$ cat src/rtl/expr_bist_pkg.sv
// Shared constants, state encoding and LFSR step for the expression BIST.
// Optional golden comparator is enabled by EXPR_BIST_GOLDEN_EN.
package expr_bist_pkg;

  localparam int VEC_W  = 60;
  localparam int RESP_W = 90;

  localparam int LFSR_TAP_HI = 59;
  localparam int LFSR_TAP_LO = 58;

  localparam int MISR_TAP0 = 89;
  localparam int MISR_TAP1 = 88;
  localparam int MISR_TAP2 = 87;
  localparam int MISR_TAP3 = 86;

  localparam logic [RESP_W-1:0] MISR_ONE = 1;
  localparam logic [RESP_W-1:0] MISR_MASK =
      (MISR_ONE << MISR_TAP0) |
      (MISR_ONE << MISR_TAP1) |
      (MISR_ONE << MISR_TAP2) |
      (MISR_ONE << MISR_TAP3);

  localparam logic [VEC_W-1:0] LFSR_ZERO_SUB = 60'h1;

  typedef enum logic [1:0] {
    IDLE,
    RUN,
    DONE
  } state_t;

  function automatic logic [VEC_W-1:0] lfsr_next(
    input logic [VEC_W-1:0] s
  );
    return {s[VEC_W-2:0], s[LFSR_TAP_HI] ^ s[LFSR_TAP_LO]};
  endfunction

  function automatic logic [VEC_W-1:0] lfsr_seed(
    input logic [VEC_W-1:0] s
  );
    return (s == '0) ? LFSR_ZERO_SUB : s;
  endfunction

endpackage

$ cat src/rtl/expr_bist_ctrl_if.sv
// Harness-side bundle of the expression BIST sequencer.
// golden/pass exist only when EXPR_BIST_GOLDEN_EN is defined.
interface expr_bist_ctrl_if;
  import expr_bist_pkg::*;

  logic              start;
  logic              pause;
  logic [VEC_W-1:0]  seed;
  logic [VEC_W-1:0]  stim;
  logic [RESP_W-1:0] resp;
  logic              busy;
  logic              done;
  logic [15:0]       vec_count;
  logic [RESP_W-1:0] signature;
`ifdef EXPR_BIST_GOLDEN_EN
  logic [RESP_W-1:0] golden;
  logic              pass;
`endif

  modport master (
`ifdef EXPR_BIST_GOLDEN_EN
    output golden,
    input  pass,
`endif
    output start,
    output pause,
    output seed,
    output resp,
    input  stim,
    input  busy,
    input  done,
    input  vec_count,
    input  signature
  );

  modport slave (
`ifdef EXPR_BIST_GOLDEN_EN
    input  golden,
    output pass,
`endif
    input  start,
    input  pause,
    input  seed,
    input  resp,
    output stim,
    output busy,
    output done,
    output vec_count,
    output signature
  );

endinterface

$ cat src/rtl/expr_misr.sv
// Multiple-input signature register: shift left, XOR tapped bits into
// bit 0, then XOR in the parallel response word.
module expr_misr
  import expr_bist_pkg::*;
#(
  parameter int           W    = RESP_W,
  parameter logic [W-1:0] TAPS = MISR_MASK
) (
  input  logic         clk,
  input  logic         reset,
  input  logic         clr,
  input  logic         en,
  input  logic [W-1:0] din,
  output logic [W-1:0] sig
);

  logic fb;

  assign fb = ^(sig & TAPS);

  always_ff @(posedge clk) begin
    if (reset || clr) begin
      sig <= '0;
    end else if (en) begin
      sig <= {sig[W-2:0], fb} ^ din;
    end
  end

endmodule

$ cat src/rtl/expr_bist_ctrl.sv
// BIST sequencer: LFSR stimulus, MISR compaction, start/done handshake.
// Define EXPR_BIST_GOLDEN_EN to add the golden signature comparator.
module expr_bist_ctrl
  import expr_bist_pkg::*;
#(
  parameter int NUM_VECTORS = 256
) (
  input logic           clk,
  input logic           reset,
  expr_bist_ctrl_if.slave bus
);

  localparam logic [15:0] LAST = 16'(NUM_VECTORS - 1);

  state_t            state;
  logic [VEC_W-1:0]  lfsr;
  logic [15:0]       cnt;
  logic              busy_q;
  logic              done_q;
  logic              fold;
  logic              clr;
  logic [RESP_W-1:0] misr;
`ifdef EXPR_BIST_GOLDEN_EN
  logic              pass_q;
`endif

  // pause gates every state element, so the final fold is simply deferred
  assign fold = (state == RUN) && !bus.pause;
  assign clr  = (state == IDLE) && bus.start;

  expr_misr #(
    .W    (RESP_W),
    .TAPS (MISR_MASK)
  ) u_misr (
    .clk   (clk),
    .reset (reset),
    .clr   (clr),
    .en    (fold),
    .din   (bus.resp),
    .sig   (misr)
  );

  always_ff @(posedge clk) begin
    if (reset) begin
      state  <= IDLE;
      lfsr   <= LFSR_ZERO_SUB;
      cnt    <= '0;
      busy_q <= 1'b0;
      done_q <= 1'b0;
`ifdef EXPR_BIST_GOLDEN_EN
      pass_q <= 1'b0;
`endif
    end else begin
      done_q <= 1'b0;
      unique case (state)
        IDLE: begin
          if (bus.start) begin
            lfsr   <= lfsr_seed(bus.seed);
            cnt    <= '0;
            busy_q <= 1'b1;
            state  <= RUN;
`ifdef EXPR_BIST_GOLDEN_EN
            pass_q <= 1'b0;
`endif
          end
        end
        RUN: begin
          if (!bus.pause) begin
            lfsr <= lfsr_next(lfsr);
            cnt  <= cnt + 16'd1;
            if (cnt == LAST) begin
              busy_q <= 1'b0;
              done_q <= 1'b1;
              state  <= DONE;
            end
          end
        end
        DONE: begin
`ifdef EXPR_BIST_GOLDEN_EN
          pass_q <= (misr == bus.golden);
`endif
          state <= IDLE;
        end
        default: state <= IDLE;
      endcase
    end
  end

  assign bus.stim      = lfsr;
  assign bus.busy      = busy_q;
  assign bus.done      = done_q;
  assign bus.vec_count = cnt;
  assign bus.signature = misr;
`ifdef EXPR_BIST_GOLDEN_EN
  assign bus.pass      = pass_q;
`endif

endmodule
$ cat src/flat_wrapper.sv
// flat-port wrapper written by rule: the top's interface ports become plain ports
module expr_bist_ctrl_flat import expr_bist_pkg::*;
#(
  parameter int NUM_VECTORS = 256
)
  (clk, reset, bus_start, bus_pause, bus_seed, bus_resp, bus_stim, bus_busy, bus_done, bus_vec_count, bus_signature);
  expr_bist_ctrl_if bus_i ();
  input logic clk;
  input logic reset;
  input wire logic [$bits(bus_i.start)-1:0] bus_start;
  input wire logic [$bits(bus_i.pause)-1:0] bus_pause;
  input wire logic [$bits(bus_i.seed)-1:0] bus_seed;
  input wire logic [$bits(bus_i.resp)-1:0] bus_resp;
  output wire logic [$bits(bus_i.stim)-1:0] bus_stim;
  output wire logic [$bits(bus_i.busy)-1:0] bus_busy;
  output wire logic [$bits(bus_i.done)-1:0] bus_done;
  output wire logic [$bits(bus_i.vec_count)-1:0] bus_vec_count;
  output wire logic [$bits(bus_i.signature)-1:0] bus_signature;
  assign bus_i.start = bus_start;
  assign bus_i.pause = bus_pause;
  assign bus_i.seed = bus_seed;
  assign bus_i.resp = bus_resp;
  assign bus_stim = bus_i.stim;
  assign bus_busy = bus_i.busy;
  assign bus_done = bus_i.done;
  assign bus_vec_count = bus_i.vec_count;
  assign bus_signature = bus_i.signature;
  expr_bist_ctrl #(.NUM_VECTORS(NUM_VECTORS)) u_core (.clk(clk), .reset(reset), .bus(bus_i));
endmodule
$ cat config.mk
export PLATFORM = sky130hd
export DESIGN_NAME = expr_bist_ctrl_flat
export DESIGN_NICKNAME = d
export VERILOG_FILES = /design/src/rtl/expr_bist_pkg.sv /design/src/rtl/expr_bist_ctrl_if.sv /design/src/rtl/expr_misr.sv /design/src/rtl/expr_bist_ctrl.sv /design/src/flat_wrapper.sv
export SDC_FILE = /design/constraint.sdc
export NUM_CORES = 1
export LEC_CHECK = 0
export BUFFER_PORTS_ARGS = -buffer_cell sky130_fd_sc_hd__buf_4
export CORE_UTILIZATION = 48
export DETAILED_ROUTE_END_ITERATION = 7
export PLACE_DENSITY = 0.8
export SETUP_SLACK_MARGIN = 0.4
export SYNTH_ARGS = -nofsm -noshare
export SYNTH_HDL_FRONTEND = slang
export SYNTH_HIERARCHICAL = 1
export SYNTH_SLANG_ARGS = --single-unit
$ cat constraint.sdc
create_clock -name clk -period 1.9 [get_ports clk]
set_input_delay 0.19 -clock clk [delete_from_list [all_inputs] [get_ports clk]]
set_output_delay 0.19 -clock clk [all_outputs]
set_load 0.02 [all_outputs]
=== After elaboration in Yosys (flattened, before gate mapping) ===
Cells that the tools add are included.

* Register bits: 170
* Bits in latches: 0
* Memory bits (writable): 0
* Bits in read-only memories: 0
* Input bits: 154
* Output and inout port bits: 168
* Logic and storage cells: 43
* Memories kept: 0

* $add $sub $neg: 1
* Multiply operators: 0
* Div/mod/pow operators: 0
* Order comparisons: 0
* Eq/ne operators: 5
* Shift-type cells: 0
* Multiplexer cells: 16
* Bitwise operators: 3
* Reduce and logical (&&, ||, !) cells: 12

{| class="wikitable"
|+ Operators with widths
! kind !! count
|-
| $mux W60 || 3
|-
| $pmux W60 S2 || 1
|-
| $reduce_xor A90 Y1 || 1
|-
| $xor A90 B90 Y90 || 1
|-
| $logic_not A60 Y1 || 1
|-
| $mux W16 || 2
|-
| $pmux W16 S2 || 1
|-
| $add A16 B1 Y16 const B || 1
|-
| $eq A16 B8 Y1 const B || 1
|-
| $mux W2 || 3
|-
| $ne A2 B2 Y1 const B || 3
|-
| $reduce_and A3 Y1 || 2
|-
| $mux W1 || 4
|-
| $pmux W2 S2 || 1
|-
| $reduce_and A4 Y1 || 1
|-
| $reduce_or A3 Y1 || 1
|-
| $eq A2 B1 Y1 const B || 1
|-
| $logic_and A1 B1 Y1 || 2
|-
| $logic_not A2 Y1 || 1
|-
| $pmux W1 S2 || 1
|-
| $reduce_bool A2 Y1 || 1
|-
| $logic_not A1 Y1 || 1
|-
| $logic_or A1 B1 Y1 || 1
|-
| $not A1 Y1 || 1
|-
| $xor A1 B1 Y1 || 1
|}

=== Depth between registers and ports, before layout ===
* Depth in word-level cells: 4
* Gate-level depth with buffers: 8
* Depth with buffers taken out: 6

=== Cells and area by module ===
The synthesis kept the hierarchy.

{| class="wikitable"
|+ Modules (own cells, without submodules)
! module !! times used !! cells an instance !! area an instance (µm²) !! seq. area each (µm²)
|-
| expr_misr || 1 || 396 || 3,811.2 || 1,801.7
|-
| expr_bist_ctrl || 1 || 471 || 3,707.3 || 1,601.5
|}

=== Worst setup path after synthesis ===
Ideal clock, no wire load.

* Path type: register -> register
* Start: reg u_core.cnt[2] (netlist: u_core/bus.vec_count[2])
* End: reg u_core.cnt[12] (netlist: u_core/bus.vec_count[12])
* Setup time: 0.070 ns
* Data arrival time: 1.604 ns
* Data required time: 1.830 ns
* Path slack: 0.227 ns
* Cell stages (with the launch flop): 6
* Buffers on the path: 1
* Clock period less this slack: 1.673 ns
* Cells stage by stage: dfxtp_1 -> and4_1 -> buf_6 -> nand4_4 -> or4_1 -> a21oi_1

* Cells in the longest elaborated chain, start to end: 3

{| class="wikitable"
|+ Ends and longest elaborated chain
! element !! RTL line !! source
|-
| start, declared || expr_bist_ctrl.sv:17 || <nowiki>logic [15:0] cnt;</nowiki>
|-
| start signal, assigned || expr_bist_ctrl.sv:70 || <nowiki>cnt <= cnt + 16'd1;</nowiki>
|-
| $add A16 B1 Y16 || expr_bist_ctrl.sv:70 ||
|-
| $mux W16 || expr_bist_ctrl.sv:68 || <nowiki>if (!bus.pause) begin</nowiki>
|-
| $pmux W16 S2 || expr_bist_ctrl.sv:55 || <nowiki>unique case (state)</nowiki>
|}

No other way between the ends. The select of a mux whose other input is x is not followed.
A chain may end at the register's enable or synchronous reset.

=== Final worst setup path ===
* Start: reg u_core.state[0]
* End: reg u_core.u_misr.sig[0]

* Cells in the longest elaborated chain, start to end: 3
* Elaborated cells on any way between the ends: 5
* Classes of those cells: eq/ne: 1; reduce/logical: 4

{| class="wikitable"
|+ Ends and longest elaborated chain
! element !! RTL line !! source
|-
| start, declared || expr_bist_ctrl.sv:15 || <nowiki>state_t state;</nowiki>
|-
| start signal, assigned || expr_bist_ctrl.sv:45 || <nowiki>state <= IDLE;</nowiki>
|-
| start signal, assigned || expr_bist_ctrl.sv:61 || <nowiki>state <= RUN;</nowiki>
|-
| start signal, assigned || expr_bist_ctrl.sv:74 || <nowiki>state <= DONE;</nowiki>
|-
| $logic_not A2 Y1 || expr_bist_ctrl.sv:29 || <nowiki>assign clr = (state == IDLE) && bus.start;</nowiki>
|-
| $logic_and A1 B1 Y1 || expr_bist_ctrl.sv:29 ||
|-
| net u_core.clr || expr_bist_ctrl.sv:21 || <nowiki>logic clr;</nowiki>
|-
| $logic_or A1 B1 Y1 || expr_misr.sv:22 || <nowiki>if (reset || clr) begin</nowiki>
|-
| end signal, assigned || expr_misr.sv:25 || <nowiki>sig <= {sig[W-2:0], fb} ^ din;</nowiki>
|-
| end, declared || expr_misr.sv:14 || <nowiki>output logic [W-1:0] sig</nowiki>
|}

The timed path passes the listed nets, and every way through them passes these cells.

==> flow_metrics.tcl <==
set metrics [dict create \
    h-tree-depth 4 \
    met1_usage 0.321 \
    hold_viol 0 \
    via_per_inst 5.48 \
    p_per_area_nw_per_um2 827 \
    ys_seq_area_frac 0.453 \
    grt_pass1_vias 6960 \
    fin_skew_ns 0.00825 \
    initial_utilization 0.493 \
    drt_pass1_iterations 5 \
    area_growth_pct 51.3 \
    antennaDiodeCount 0 \
    power.total_w 0.00940 \
    drive_above_1_share 0.398 \
    final_cells 1411 \
    seq_area_um2 3430 \
    insertion_delay_ns 0.42 \
    grt_use_met2 0.463 \
    status "complete, no violations" \
    avgSynthCellArea_um2 8.67 \
    worstMarginPinSlew_ns 0.439 \
    dp_hpwl_mm 16.4 \
    die_y_um 127 \
    reg2reg_depth 6 \
    numCtsBuffers 17 \
    cts.sinks 170 \
    slew_headroom 0.705 \
    max-vdd-ir-drop_uv 625 \
    gp_congestion 0.845 \
    max_freq_mhz 638 \
    min_from "bus_seed[55]" \
    core_area_um2 15300 \
    route.antenna.remaining_nets 0 \
    fin_crit_sh 0.824 \
    yosys.area.top_type "dfxtp_1" \
    antenna_found_initial 0 \
    synthArstFlopShare 0 \
    cpPeakStageDelay_ns 0.38 \
    grt-ovfl-total 0 \
    wl_mm 24.4 \
    drcViolationCount 0 \
    num-fill-cells 1101 \
    portBuffers 321 \
    synthCells 867 \
    cts_buffer_depth 2 \
    drt_iter0_drc 531 \
    grt_pass1_wl_mm 35.2 \
    num_vias 7737 \
    setup-tns-final_ns 0 \
    gr-max-usage-layer "met2" \
    rsz0062_at_grt "true" \
    synth_flop_cell "dfxtp_1" \
    worstSetupStartpointType "register" \
    clockRootBuffer "clkbuf_16" \
    hold_ws_ns 0.0463 \
    yosys-top-cells-area "dfxtp_1, xnor2_1, a211oi_1" \
    rows 45 \
    fin_nets 1342 \
    arrival_ns 1.91 \
    leakage_nw 4.58 \
    slew_viol_final 0 \
    setup_viol 0 \
    synth_cell_type_count 42 \
    synth_seq_cells 170 \
    path_clk_slew_ns 0.07 \
    netlist_area_um2 7520 \
    setup.worst_path.start "u_core/state[0]" \
    worstPathCellList "and2b_2 -> nand2_2 -> inv_2 -> or2_4 -> or3_4 -> o211ai_2" \
    synth.net_count 1022 \
    rr_startpoint "u_core/state[0]" \
    synth_edf_count 0 \
    boundaryPins 322 \
    cp-end-kind "register" \
    wl_per_cell_um 17.3 \
    fp.dieArea_um2 16200 \
    critPathSlowestCell "or3_4" \
    place_inst 1349 \
    required_ns 2.25 \
    tritoncts "yes" \
    grt_usage 0.277 \
    critPathKind "reg2reg" \
    min_path_type "in2reg" \
    fp.dieW_um 127 \
    synth_warnings 6 \
    post-route-min-period_ns 1.57 \
    final_cell_mix "buf_4, dfxtp_1, nor2_1, nand2_1, xnor2_1" \
    critPathMaxFanout 6 \
    multi_input_area_um2 4050 \
    worstHoldPathCells 3 \
    layout_commonest_cell "buf_4" \
    grt_max_degree 90 \
    synth_top_area_share 0.453 \
    drv_cap 0 \
    grt_use_met3 0.0754 \
]
==> timing repair <==
action,4_1_cts,5_1_grt
gates resized for setup,12,65
buffers inserted,15,8
endpoints found under the setup margin,161,168
hold endpoints to repair,2,0
pin swaps,13,9
gates cloned,1,5
hold buffers,1,0
==> final cells by class <==
class / instances / share of cell area
multi-input combinational: 623 / 0.356
sequential: 170 / 0.302
timing repair buffer: 369 / 0.267
clock buffer: 19 / 0.0398
tap: 211 / 0.0232
clock inverter: 13 / 0.0105
inverter: 6 / 0.00198
==> per-stage QoR <==
| step | area (µm²) | setup slack, ns | util |
|---|---|---|---|
| 5_1_grt | 11400 | 0.266 | 0.745 |
| 2_1_floorplan | 7540 | 0.311 | - |
| 6_report | 11400 | 0.333 | 0.745 |
| 3_3_place_gp | 10100 | 0.182 | 0.664 |
| 4_1_cts | 10900 | 0.369 | 0.715 |
| 3_5_place_dp | 10100 | 0.135 | 0.664 |
==> cells by family after synthesis <==
group,synth area share
flip-flops,0.453
AO/OA/AOI/OAI,0.185
adder cells (fa/ha/maj),0.00166
XOR/XNOR,0.110
multiplexers,0.00682
AND/OR/NAND/NOR,0.197
buffers and inverters,0.0468
==> per-layer routing <==
metal,up-vias,part of all wire
li1,3717,-
met1,3584,0.39
met2,364,0.49
met3,72,0.077
met4,0,0.044
met5,-,0
==> Yosys cell counts (2+ instances only) <==
| cell | n |
|---|---|
| dfxtp_1 | 170 |
| nor2_1 | 152 |
| nand2_1 | 128 |
| a211oi_1 | 91 |
| xnor2_1 | 91 |
| a311oi_1 | 59 |
| clkbuf_1 | 39 |
| buf_2 | 23 |
| nor4_1 | 19 |
| a21oi_1 | 13 |
| nand3_1 | 9 |
| or3_1 | 7 |
| buf_6 | 6 |
| inv_1 | 6 |
| nand4_1 | 6 |
| or4_1 | 6 |
| o31ai_1 | 5 |
| mux2i_1 | 4 |
| o21ai_0 | 4 |
| nand2b_1 | 3 |
| a21o_1 | 2 |
| and2b_2 | 2 |
| and4_1 | 2 |
| nor3_1 | 2 |
==> worst max-delay path: cells and delay by family (launching register included) <==
family / cells / cell delay, ns
DFF: 1 / 0.36
and+or+nand+nor: 4 / 0.96
buffers and inverters: 1 / 0.05
AOI/OAI and AO/OA: 1 / 0.13
==> path summary, 6_finish.rpt <==
check,slack (ns),to
worst max register to register,0.33,u_core/u_misr/sig[0]
worst max-delay path,0.33,u_core/u_misr/sig[0]
worst min register to register,0.48,u_core/bus.vec_count[1]
worst min-delay path,0.05,u_core/bus.stim[55]
==> flip-flops by register name, indices dropped and copies added (netlist names) <==
register / cells
u_core/u_misr/sig: 90
u_core/bus.stim: 60
u_core/bus.vec_count: 16
u_core/state: 2
u_core/bus.busy: 1
u_core/bus.done: 1
==> power breakdown <==
part,leakage (nW),switching (W),internal [W]
Sequential,1.40,0.000213,0.00378
Combinational,2.91,0.00109,0.000974
Clock,0.272,0.00146,0.00188
Total,4.58,0.00277,0.00664
Power figures use the tool's default switching activity.
